File: src/rtl/store_checker_pkg.sv
// Shared types and default constants for the store checker.
// Imported by the table and the top-level checker.
package store_checker_pkg;

  typedef enum logic [2:0] {
    S_IDLE,
    S_RUN,
    S_PASS,
    S_FAIL,
    S_TIMEOUT
  } state_e;

  localparam int DEF_WIDTH       = 32;
  localparam int DEF_DEPTH       = 4;
  localparam int DEF_IGNORE_ADDR = 80;
  localparam int DEF_TIMEOUT     = 1000;

endpackage

File: src/rtl/store_checker_table.sv
// Expected-store register file: one write port, one async read port.
// Each entry packs {address, data}.
module store_checker_table
  import store_checker_pkg::*;
#(
  parameter int WIDTH = DEF_WIDTH,
  parameter int DEPTH = DEF_DEPTH,
  parameter int IW    = $clog2(DEF_DEPTH)
) (
  input  logic             clk,
  input  logic             reset,
  input  logic             we,
  input  logic [IW-1:0]    widx,
  input  logic [WIDTH-1:0] waddr,
  input  logic [WIDTH-1:0] wdata,
  input  logic [IW-1:0]    ridx,
  output logic [WIDTH-1:0] raddr,
  output logic [WIDTH-1:0] rdata
);

  logic [2*WIDTH-1:0] mem_q [DEPTH];
  logic [2*WIDTH-1:0] mem_d [DEPTH];

  always_comb begin
    mem_d = mem_q;
    if (we) begin
      mem_d[widx] = {waddr, wdata};
    end
  end

  always_ff @(posedge clk) begin
    if (!reset) begin
      mem_q <= '{default: '0};
    end else begin
      mem_q <= mem_d;
    end
  end

  assign {raddr, rdata} = mem_q[ridx];

endmodule

File: config.mk
export PLATFORM = sky130hd
export DESIGN_NAME = store_checker_table
export DESIGN_NICKNAME = d
export VERILOG_FILES = /design/src/rtl/store_checker_pkg.sv /design/src/rtl/store_checker_table.sv
export SDC_FILE = /design/constraint.sdc
export NUM_CORES = 1
export LEC_CHECK = 0
export ABC_AREA = 1
export ABC_CLOCK_PERIOD_IN_PS = 800
export BUFFER_PORTS_ARGS = -buffer_cell sky130_fd_sc_hd__buf_4
export CORE_ASPECT_RATIO = 0.8
export CORE_UTILIZATION = 35
export CTS_CLUSTER_DIAMETER = 120
export DETAILED_ROUTE_END_ITERATION = 10
export HOLD_SLACK_MARGIN = 0.08
export SLEW_MARGIN = 20
export SYNTH_ARGS = -nofsm -noshare
export SYNTH_HDL_FRONTEND = slang
export SYNTH_SLANG_ARGS = --single-unit
File: constraint.sdc
create_clock -name clk -period 0.8 [get_ports clk]
set_input_delay 0.04 -clock clk [delete_from_list [all_inputs] [get_ports clk]]
set_output_delay 0.04 -clock clk [all_outputs]
set_load 0.01 [all_outputs]
==> results.tsv <==
stage	metric	value	unit
drt	WL final	34700	um
synthesis	warning count from the yosys run	0	
clock_network	TritonCTS buffer count	28	
sta	Worst Clk Skew	0	ns
cells_and_area	layout cell share with drive strength beyond 1	20.1	%
clock_network	Clock Tree Root	clkbuf_16	
placement	placer congestion estimate	0.763	
clock_network	clock transition at the registers of the reported paths	0.06	ns
global_routing	total gr overflow	0	
worst_setup_path	kind of critical path	flip-flop to primary output	
synthesis	adder-cell area share of the yosys netlist	0	%
drt	via count	12300	
global_routing	met2 usage	32.1	%
cells_and_area	commonest non-fill, non-tap cell in the layout	nand2_1	
sta	RSZ-0062 raised after global routing	true	
worst_setup_path	slowest stage delay, CP	0.32	ns
synthesis	Synth cell types	11	
sta	Tmin final	1.43	ns
worst_setup_path	CP Max Fanout	2	
synthesis	largest family of logic cells by synthesized area	simple AND/OR/NAND/NOR gates	
worst_setup_path	crit path cell chain	o211ai_1 -> nand2_1 -> buf_6	
worst_setup_path	CP Launch Type	flip-flop	
power_and_ir_drop	Internal	23.6	mW
min_path	HP Class	input port to flip-flop	
min_path	Worst Hold End	mem_q[74]	
power_and_ir_drop	Sw Share	26.7	%
synthesis	FF+latch count, synth	256	
synthesis	Synth area leader	dfxtp_1	
clock_network	clk_lat worst skew	0.55	ns
drt	drt first pass iters	4	
sta	Least-Margin Pin Slew	0.291	ns
synthesis	simple-gate share of the synthesized area	35.5	%
synthesis	Synth Area in Compound Gates	10.3	%
global_routing	M3 GR Usage	2.68	%
clock_network	CTS tree	yes	
sta	final worst slack	-0.630	ns
synthesis	xor/xnor share of the synthesized area	0	%
synthesis	mux contribution to synthesized area	0	%
power_and_ir_drop	Worst VDD drop	1250	uV
synthesis	Post-Synthesis Cells	2002	
drt	DR iter-0 viols	802	
synthesis	Post-Syn Area	0.0125	mm2
power_and_ir_drop	sequential share of power	42.7	%
cells_and_area	area grow syn2layout	33.6	%
die	DIE AREA	0.0363	mm2
sta	Highest Clock Rate	700	MHz
global_routing	met1 Usage GRT	26.2	%
synthesis	syn_area_per_cell	6.22	um2
worst_setup_path	CP max stage cell	dfxtp_2	
die	io pins	135	
worst_setup_path	CP required	0.76	ns
run	maxcap violations	0	
power_and_ir_drop	Tot Pwr	32.1	mW
worst_setup_path	Worst EP arrival	1.39	ns
synthesis	syn_nets	2073	
die	die width	213	um
placement	dpl ws	-0.232	ns
drt	DR DRC count	0	
drt	detail-routed net length per standard cell	12.9	um
global_routing	vias in the first global route	11200	
power_and_ir_drop	Gate power share	17.1	%
worst_setup_path	R2R depth	7	
clock_network	Clock Tree Buf Depth	3	
cells_and_area	number of flip-flops under the largest register name	256	
worst_setup_path	R2R setup slack	-0.13	ns
sta	Final Hold Vio Count	19	
drt	Antenna Nets Post-Route	0	
run_status	outcome	finished with violations	
synthesis	post-synthesis sequential area ratio	41.1	%
cells_and_area	most frequent cells in the layout	nand2_1, nor2_1, dfxtp_1, inv_1, buf_4	
die	initial core utilization	35.7	%
cells_and_area	largest reg by FF count	mem_q	
worst_setup_path	r2r endpoint	mem_q[165]	
clock_network	CTS Hold Bufs	68	
global_routing	largest net degree at the start of global routing	54	
global_routing	antenna violations before repair	0	
min_path	Hold Path Origin	reset	
die	core area	0.0349	mm2
synthesis	Synth area leaders	dfxtp_1, nand2_1, nor2_1, inv_1, o211ai_1	
placement	count of input and output buffers	134	
worst_setup_path	worst reg2reg startpoint	mem_q[165]	
clock_network	CTS sink count	256	
min_path	hold depth	3	
drt	vias per cell	4.57	
power_and_ir_drop	Psw	8.57	mW
sta	fin crit share	179	%
sta	hold slack	-0.216	ns
global_routing	GR peak layer	met2	
power_and_ir_drop	LEAKAGE	8.70	nW
global_routing	first-pass GRT wire length	56800	um
synthesis	post-synth top area share	41.1	%
die	Std-Cell Rows	61	
sta	setup violators final	65	
clock_network	CTS H-Tree Depth	1	
placement	DP Wirelength	21500	um
die	DIE HEIGHT	171	um
cells_and_area	Final #Nets	2266	
run_status	failing checks	negative hold slack, negative setup slack	
cells_and_area	Ant. Diodes	0	
worst_setup_path	CP endpoint kind	primary output	
global_routing	Tot GR Track Use	19.2	%
power_and_ir_drop	Clock Power Share	40.2	%
sta	Slew Limit Fails	0	
sta	slew margin rel.	80.6	%
power_and_ir_drop	Pwr per Cell Area	1930	mW/mm2
sta	final setup TNS	-33.22	ns
cells_and_area	Largest regs	mem_q x256	
==> critical path, delay by kind of cell (launching register included) <==
| family | cells | cell delay (ns) |
|---|---|---|
| AO/OA/AOI/OAI | 1 | 0.26 |
| flip-flops | 1 | 0.32 |
| buffers and inverters | 1 | 0.14 |
| AND/OR/NAND/NOR | 1 | 0.13 |
==> layout make-up <==
cell class,instances,area (um2)
clock buffer,42,855
clock inverter,7,60.1
fill,3533,18200
inverter,259,972
multi-input combinational,1348,5860
sequential,256,5180
tap,472,591
timing repair buffer,302,3120
==> kinds of logic (layout without fill, tap and decap cells) <==
group           Yosys count  count (layout)
buf+inv                 398             610
compound gates          192             192
simple gates           1156            1156
flops                   256             256
==> cells in the mapped netlist <==
cell type and instances:
nand2_1 640, nor2_1 449, inv_1 258, dfxtp_1 256
o211ai_1 128, buf_2 105, nand3_1 67, a21oi_1 64
buf_1 19, clkbuf_1 15, inv_2 1
==> worst max path at each step <==
stage | from | to | slack, ns | depth (start not counted)
finish | mem_q[247] | raddr[23] | -0.63 | 3
CTS | mem_q[247] | raddr[23] | -0.63 | 3
global placement | ridx[0] | rdata[15] | -0.25 | 6
floorplan | widx[0] | mem_q[242] | 0.04 | 6
global route | mem_q[247] | raddr[23] | -0.67 | 3
detailed placement | ridx[0] | rdata[15] | -0.23 | 6
==> power groups by stage <==
stage                     Sequential (mW)  Clock [mW]  Combinational [mW]
after floorplan                      13.9           0                2.82
after global placement               13.9           0                4.72
after detailed placement             14.0           0                4.80
after CTS                            13.7        13.3                5.44
after global routing                 13.8        13.8                6.15
final                                13.7        12.9                5.49
==> through the flow <==
step,util (%),instances,area (um2)
after floorplan,-,2002,12500
after global placement,41.3,2536,14400
after detailed placement,41.3,2536,14400
after CTS,47.3,2686,16500
after global routing,47.7,2686,16600
final,47.7,2686,16600
==> repair_timing <==
action	in CTS	in global routing
buffers inserted	33	18
setup endpoints to repair	64	320
endpoints found under the hold margin	256	252
pin swaps	103	74
resized for setup	91	136
gates cloned	0	0
==> metal layers <==
layer / vias to the layer above / part of all wire (%)
met5: - / 0
met4: 0 / 1.4
met3: 35 / 4.2
met2: 233 / 46
met1: 5557 / 49
li1: 6453 / -
Power figures use the tool's default switching activity.
